[src/rtl/univ_shift_reg_framed.sv]
// rtl/univ_shift_reg_framed.sv - universal shift register with SIPO word framing
//
// Purpose: hold / shift right / shift left / parallel load register with
// serial taps at both ends. Consecutive shifts in one direction are counted;
// every WIDTH of them the assembled word is captured into a held output
// register and flagged with a one-cycle pulse.
//
// Ports:
//   clk        in   1      rising-edge clock
//   reset      in   1      synchronous, active-high reset
//   en         in   1      clock enable (0 = hold everything, no pulse)
//   mode       in   2      00 hold, 01 shift right, 10 shift left, 11 load
//   sin_r      in   1      bit entering at MSB on shift right
//   sin_l      in   1      bit entering at LSB on shift left
//   pdata      in   WIDTH  parallel load data
//   q          out  WIDTH  live register contents
//   sout_r     out  1      q[0]
//   sout_l     out  1      q[WIDTH-1]
//   word       out  WIDTH  last captured frame
//   word_valid out  1      one-cycle pulse when word is updated
//   bit_cnt    out  CW     shifts accumulated in the current frame

module univ_shift_reg_framed #(
    parameter int               WIDTH       = 8,
    parameter bit               REVERSE_OUT = 1'b0,
    parameter logic [WIDTH-1:0] RESET_VAL   = '0,
    localparam int              CW          = $clog2(WIDTH + 1)
) (
    input  logic             clk,
    input  logic             reset,
    input  logic             en,
    input  logic [1:0]       mode,
    input  logic             sin_r,
    input  logic             sin_l,
    input  logic [WIDTH-1:0] pdata,
    output logic [WIDTH-1:0] q,
    output logic             sout_r,
    output logic             sout_l,
    output logic [WIDTH-1:0] word,
    output logic             word_valid,
    output logic [CW-1:0]    bit_cnt
);

    typedef enum logic [1:0] {
        DIR_NONE  = 2'b00,
        DIR_RIGHT = 2'b01,
        DIR_LEFT  = 2'b10
    } dir_t;

    localparam logic [CW-1:0] LAST_CNT = CW'(WIDTH - 1);

    logic [WIDTH-1:0] r_q;
    logic [WIDTH-1:0] r_word;
    logic             r_word_valid;
    logic [CW-1:0]    r_cnt;
    dir_t             r_last_dir;

    logic [WIDTH-1:0] w_q_next;
    logic [WIDTH-1:0] w_q_rev;
    logic [WIDTH-1:0] w_word_next;
    dir_t             w_shift_dir;
    logic             w_is_shift;
    logic             w_same_dir;
    logic             w_frame_done;

    always_comb begin
        w_q_next    = r_q;
        w_shift_dir = DIR_NONE;
        case (mode)
            2'b01: begin
                w_q_next    = {sin_r, r_q[WIDTH-1:1]};
                w_shift_dir = DIR_RIGHT;
            end
            2'b10: begin
                w_q_next    = {r_q[WIDTH-2:0], sin_l};
                w_shift_dir = DIR_LEFT;
            end
            2'b11: begin
                w_q_next = pdata;
            end
            default: begin
            end
        endcase
    end

    always_comb begin
        w_q_rev = '0;
        for (int i = 0; i < WIDTH; i++) begin
            w_q_rev[i] = w_q_next[WIDTH-1-i];
        end
    end

    assign w_word_next  = REVERSE_OUT ? w_q_rev : w_q_next;
    assign w_is_shift   = (w_shift_dir != DIR_NONE);
    // A shift continues the frame only if it matches the previous shift's
    // direction; DIR_NONE after reset/load never matches, forcing a restart.
    assign w_same_dir   = w_is_shift && (w_shift_dir == r_last_dir);
    assign w_frame_done = w_same_dir && (r_cnt == LAST_CNT);

    always_ff @(posedge clk) begin
        if (reset) begin
            r_q          <= RESET_VAL;
            r_word       <= '0;
            r_word_valid <= 1'b0;
            r_cnt        <= '0;
            r_last_dir   <= DIR_NONE;
        end else begin
            r_word_valid <= 1'b0;
            if (en) begin
                r_q <= w_q_next;
                if (mode == 2'b11) begin
                    r_cnt      <= '0;
                    r_last_dir <= DIR_NONE;
                end else if (w_is_shift) begin
                    r_last_dir <= w_shift_dir;
                    if (!w_same_dir) begin
                        r_cnt <= CW'(1);
                    end else if (w_frame_done) begin
                        // Direction is kept so the next shift extends a fresh
                        // frame with no gap cycle.
                        r_cnt        <= '0;
                        r_word       <= w_word_next;
                        r_word_valid <= 1'b1;
                    end else begin
                        r_cnt <= r_cnt + CW'(1);
                    end
                end
            end
        end
    end

    assign q          = r_q;
    assign sout_r     = r_q[0];
    assign sout_l     = r_q[WIDTH-1];
    assign word       = r_word;
    assign word_valid = r_word_valid;
    assign bit_cnt    = r_cnt;

endmodule

[config.mk]
export PLATFORM = sky130hd
export DESIGN_NAME = univ_shift_reg_framed
export DESIGN_NICKNAME = d
export VERILOG_FILES = /design/src/rtl/univ_shift_reg_framed.sv
export SDC_FILE = /design/constraint.sdc
export NUM_CORES = 1
export LEC_CHECK = 0
export ABC_AREA = 1
export CAP_MARGIN = 20
export CORE_UTILIZATION = 45
export DETAILED_ROUTE_END_ITERATION = 10
export GPL_ROUTABILITY_DRIVEN = 0
export MAX_ROUTING_LAYER = met4
export PLACE_DENSITY = 0.76
export SLEW_MARGIN = 0
export SYNTH_ARGS = -nofsm -noshare
export SYNTH_HDL_FRONTEND = slang
export SYNTH_SLANG_ARGS = --single-unit
[constraint.sdc]
create_clock -name clk -period 1.8 [get_ports clk]
set_input_delay 0.27 -clock clk [delete_from_list [all_inputs] [get_ports clk]]
set_output_delay 0.27 -clock clk [all_outputs]
set_load 0.02 [all_outputs]
**Word level (Yosys, flattened, before mapping)**

Index checks and enable logic that the tools add are counted.

- Flip-flop bits (word level): 23
- Output and inout bits: 23
- Input port bits: 15
- Word-level logic and storage cells: 31

- Mux-type cells: 9
- Bitwise logic cells: 4
- Equality and inequality tests: 5
- Reduce and logical (&&, ||, !) cells: 7
- $add $sub $neg: 1

Operators by type and width:

| cell | count |
|---|---|
| $pmux 8 s3 | 1 |
| $mux 4 | 4 |
| $reduce_and 5->1 | 1 |
| $reduce_or 5->1 | 1 |
| $add 4x1->4 const B | 1 |
| $eq 2x2->1 const B | 2 |
| $eq 4x3->1 const B | 1 |
| $mux 2 | 2 |
| $not 1->1 | 4 |
| $pmux 2 s2 | 1 |
| $reduce_bool 2->1 | 2 |
| $eq 2x1->1 const B | 1 |
| $eq 2x2->1 | 1 |
| $logic_and 1x1->1 | 2 |
| $reduce_and 2->1 | 1 |
| $mux 1 | 1 |

**Longest topological paths before layout**

- Depth in word-level cells: 9
- Depth in mapped cells: 11
- Gate-level depth less buffers: 10

**Least setup slack after synthesis**

Ideal clock, no wire load.

- Kind: reg-to-reg
- Start: reg r_cnt[0], in the netlist bit_cnt[0]
- End: reg r_word[6], in the netlist word[6]
- Library setup time: 112 ps
- Arrival: 1398 ps
- Path slack: 290 ps
- Cell stages (with the launch flop): 8
- Buffers on the path: 1
- Required time: 1688 ps
- Period minus slack after synthesis: 1510 ps
- Path through: dfxtp_1 ha_1 nand2_1 nor3_2 nand2_4 buf_6 nor2_2 nor2_2

- Longest elaborated chain between the ends: 3

RTL lines:

| element | RTL line | source |
|---|---|---|
| start: declaration | 55 | `logic [CW-1:0] r_cnt;` |
| start signal: assignment | 125 | `r_cnt <= r_cnt + CW'(1);` |
| $eq 4x3->1 | 98 | `assign w_frame_done = w_same_dir && (r_cnt == LAST_CNT);` |
| $logic_and 1x1->1 | 98 |  |
| $reduce_and 5->1 (no line) | - |  |
| end signal: assignment | 122 | `r_word <= w_word_next;` |
| end: declaration | 53 | `logic [WIDTH-1:0] r_word;` |

Every way passes these cells.
A chain may end at the register's enable or synchronous reset.

**Worst setup path in the final report**

- Start: reg r_q[7], in the netlist q[7]
- End: out q[7]

RTL lines:

| element | RTL line | source |
|---|---|---|
| start: declaration | 52 | `logic [WIDTH-1:0] r_q;` |
| start signal: assignment | 110 | `r_q <= w_q_next;` |
| end: declaration | 36 | `output logic [WIDTH-1:0] q,` |

No word-level cell between the ends.

==> impl.org <==
** Status
- Run status :: finished, final reports clean

** Worst setup path
- For the worst setup path, the data arrival time is 1450 ps.
- The setup path with the least slack is of type reg2out.
- Measured in cells, the most critical reg-to-reg path has a length of 7.
- The worst setup path is launched from a register.
- R2r setup slk :: 350 ps
- The largest individual stage delay along the critical path comes from the cell sky130_fd_sc_hd__clkdlybuf4s50_1.
- In this run the critical register-to-register path is captured at word[0].
- Buffers and inverters on the worst path :: 1
- Walking the worst path, the cells encountered are clkdlybuf4s50_1.
- Delay-heaviest family, CP :: buffers and inverters
- Data required time at the worst endpoint :: 1530 ps
- The startpoint identified for the worst register-to-register timing path is bit_cnt[0].
- Setup crit end kind :: output port
- The largest single stage delay on the critical path is 660 ps.
- Of all nets on the critical path, the largest fanout is 5.

** Synth
- Averaged over all synthesized cells, the footprint is 6.394 sq um.
- Post-Synthesis Cells :: approximately 210
- The number of different library cells used by synthesis comes to 18.
- FF+latch count, synth :: 23
- The share of the Yosys chip area taken by registers is 0.3462.
- For this run, the number of Yosys warnings is 0.
- The number of nets handed over by synthesis was 230.
- After synthesis the cells add up to approximately 1300 sq um.

** GRT
- Initial antenna violation count :: 0
- The total overflow left after global routing is 0.
- Total track usage :: 0.2218
- Number of global-route vias before repair :: 1347
- Largest net degree at the start of global routing :: 18
- The first global-routing pass estimated 5444 um of wire.

** Min path
- Min-Delay Startpoint :: r_last_dir[0]
- Worst-case hold path end point :: r_last_dir[0]
- Number of cells on the worst hold path :: 2
- Min-Delay Path Class :: reg2reg

** STA
- Rel. slew slack :: 0.7496
- At the pin with the least slew margin, the transition time is 375.2 ps.
- Once routing completed, OpenROAD measured the worst setup slack at between 80 and 90 ps.
- Max Slew Vio Count :: 0
- Min Clock Period, post-route :: 1719 ps
- Setup repair after global routing left no endpoint under its margin.
- For the final database, setup skew stands at 7.344 ps.
- The number of hold-slack violations in the final timing report is 0.
- Setup violations remaining at the end of the flow were counted as 0.
- Top achievable clock speed :: 581.7 MHz
- Of the available clock period, the critical path in the final layout requires 0.9551.

** Die
- Cell row count :: 19
- The floorplan step set the die width to 56.37 um.
- For this design the top-level I/O count stands at 38.
- The die covers 3177 sq um.
- Effective utilization at floorplan :: 0.4782
- Die extent in y :: 56.37 um
- Core box area :: 2781 sq um

** Clock tree
- In this run the clock root is driven by a sky130_fd_sc_hd__clkbuf_4.
- Number of buffers added by the clock tree synthesis step :: 3
- # Post-CTS Setup Buffers :: 0
- CTS tree :: built
- For this design, the sink count on the clock tree is 23.
- Number of buffers inserted by hold repair at cts :: 0
- In this run, post-CTS repair resized a total of 0 instances.
- The later pin in the worst-skew pair is clocked with a latency of 320 ps.
- Counting along the longest clock path gives a buffer depth of 2.
- Count of H-tree levels built during CTS :: 1
- Clk slew on worst S/H paths :: about 130 ps

** Placement
- I/O Buffers :: 37
- Counting tap cells, the placed design contains a total of 284 instances.
- Before CTS, the worst setup slack after placement is -130.1 ps.
- Summed over all nets, the half-perimeter wirelength after detailed placement is 2368 um.

** Detailed routing
- Number of vias in the routed layout :: 1396
- DRC violations left :: 0
- Antenna Nets Post-Route :: 0
- The first TritonRoute pass finished after 4 iterations.
- In this run, the number of DRC markers left after iteration 0 of detailed routing was 29.
- Routed wire length :: 3086 um
- After detailed routing, the average wire length per cell comes to ~11 um.
- Using the TritonRoute via totals, the vias-per-cell ratio works out to 4.847.

** Cells and area
- The repair_antennas step left the layout with diodes totalling 0.
- Top library cells by usage in the layout, fill and taps aside :: sky130_fd_sc_hd__nand2_1 (53), sky130_fd_sc_hd__nor2_1 (41), sky130_fd_sc_hd__clkdlybuf4s50_1 (37), sky130_fd_sc_hd__inv_1 (25), sky130_fd_sc_hd__dfxtp_1 (23)
- Post-synthesis to final-layout area growth :: 38.95%
- Fraction of final layout cells sized beyond drive strength 1 :: 0.1206
- The net count of the finished layout is 280.
- The count of cells in the finished layout, fillers not included, comes to 288.
- Commonest non-fill, non-tap cell in the layout :: sky130_fd_sc_hd__nand2_1

** Job
- Across the run, the number of max-cap violations was 0.

** Power
- Reported leakage power :: 0.0008947 uW
- Peak VDD IR :: 0.0003773 V
- PwrDens :: 574.5 nW/um^2
worst max-delay path by stage:
stage | endpoint | cells after the start | from
2_1_floorplan | word[6] | 7 | bit_cnt[0]
3_3_place_gp | word[7] | 10 | mode[1]
3_5_place_dp | word[7] | 10 | mode[1]
4_1_cts | q[7] | 1 | q[7]
5_1_grt | sout_l | 1 | q[7]
6_report | q[7] | 1 | q[7]
flip-flops by register name, summed over array words and instances (netlist names):
name / flops
word: 8
q: 8
bit_cnt: 4
word_valid: 1
r_last_dir: 2
synthesized netlist by cell type:
master | instances | area (sq um)
sky130_fd_sc_hd__dfxtp_1 | 23 | 460.4
sky130_fd_sc_hd__nand3_1 | 5 | 25.02
sky130_fd_sc_hd__buf_4 | 2 | 15.01
sky130_fd_sc_hd__nor3_2 | 1 | 10.01
sky130_fd_sc_hd__nand2_4 | 2 | 22.52
sky130_fd_sc_hd__buf_6 | 1 | 11.26
sky130_fd_sc_hd__nand2_1 | 53 | 198.9
sky130_fd_sc_hd__nand4_1 | 1 | 6.260
sky130_fd_sc_hd__o21ai_0 | 19 | 95.09
sky130_fd_sc_hd__inv_1 | 25 | 93.84
sky130_fd_sc_hd__buf_2 | 5 | 25.02
sky130_fd_sc_hd__ha_1 | 7 | 87.58
sky130_fd_sc_hd__nor2_4 | 1 | 11.26
sky130_fd_sc_hd__a21oi_1 | 15 | 75.07
sky130_fd_sc_hd__nand2_2 | 3 | 18.77
sky130_fd_sc_hd__nor2_2 | 2 | 12.51
sky130_fd_sc_hd__nor2_1 | 41 | 153.9
sky130_fd_sc_hd__inv_2 | 2 | 7.510
through the flow:
step	cell area [sq um]	hold WS, ps	power [uW]	utilization	setup TNS [ps]
5_1_grt	1848	524.5	1118	0.6644	0
3_5_place_dp	1821	490.2	825.5	0.6545	-1299
3_3_place_gp	1821	473.1	824.4	0.6545	-511.0
6_report	1848	504.7	1062	0.6644	0
4_1_cts	1848	508.2	1069	0.6644	0
2_1_floorplan	1330	339.1	698.0	-	0
layer usage:
layer / vias to the layer above / track usage / share of wire
li1: 737 / - / -
met1: 627 / 0.2550 / 0.46
met2: 27 / 0.4014 / 0.49
met3: 5 / 0.02304 / 0.034
met4: 0 / 0.07317 / 0.014
met5: - / - / 0
cell families (layout without fill, tap and decap cells):
| kind of cell | after synthesis | after routing | share of synthesized area |
|---|---|---|---|
| buffers and inverters | 35 | 84 | 0.1148 |
| AOI/OAI and AO/OA | 34 | 34 | 0.1279 |
| DFF | 23 | 23 | 0.3462 |
| adders and majority gates | 7 | 7 | 0.06585 |
| and+or+nand+nor | 109 | 109 | 0.3452 |
area by class of cell:
cell class                      count  area, sq um
Timing Repair Buffer               53        503.0
Multi-Input combinational cell    150        716.9
Sequential cell                    23        460.4
Inverter                           27        101.3
Tap cell                           31        38.79
Clock buffer                        3        22.52
Clock inverter                      1        5.005
Fill cell                         274        933.4
where the power goes:
group	internal, uW	leakage [uW]	switching (uW)
Combinational	127	0.000689	137
Clock	83.3	0.0000177	164
Sequential	529	0.000188	22.0
Total	739	0.000895	322
No activity file was read; power rests on OpenSTA's default activity.
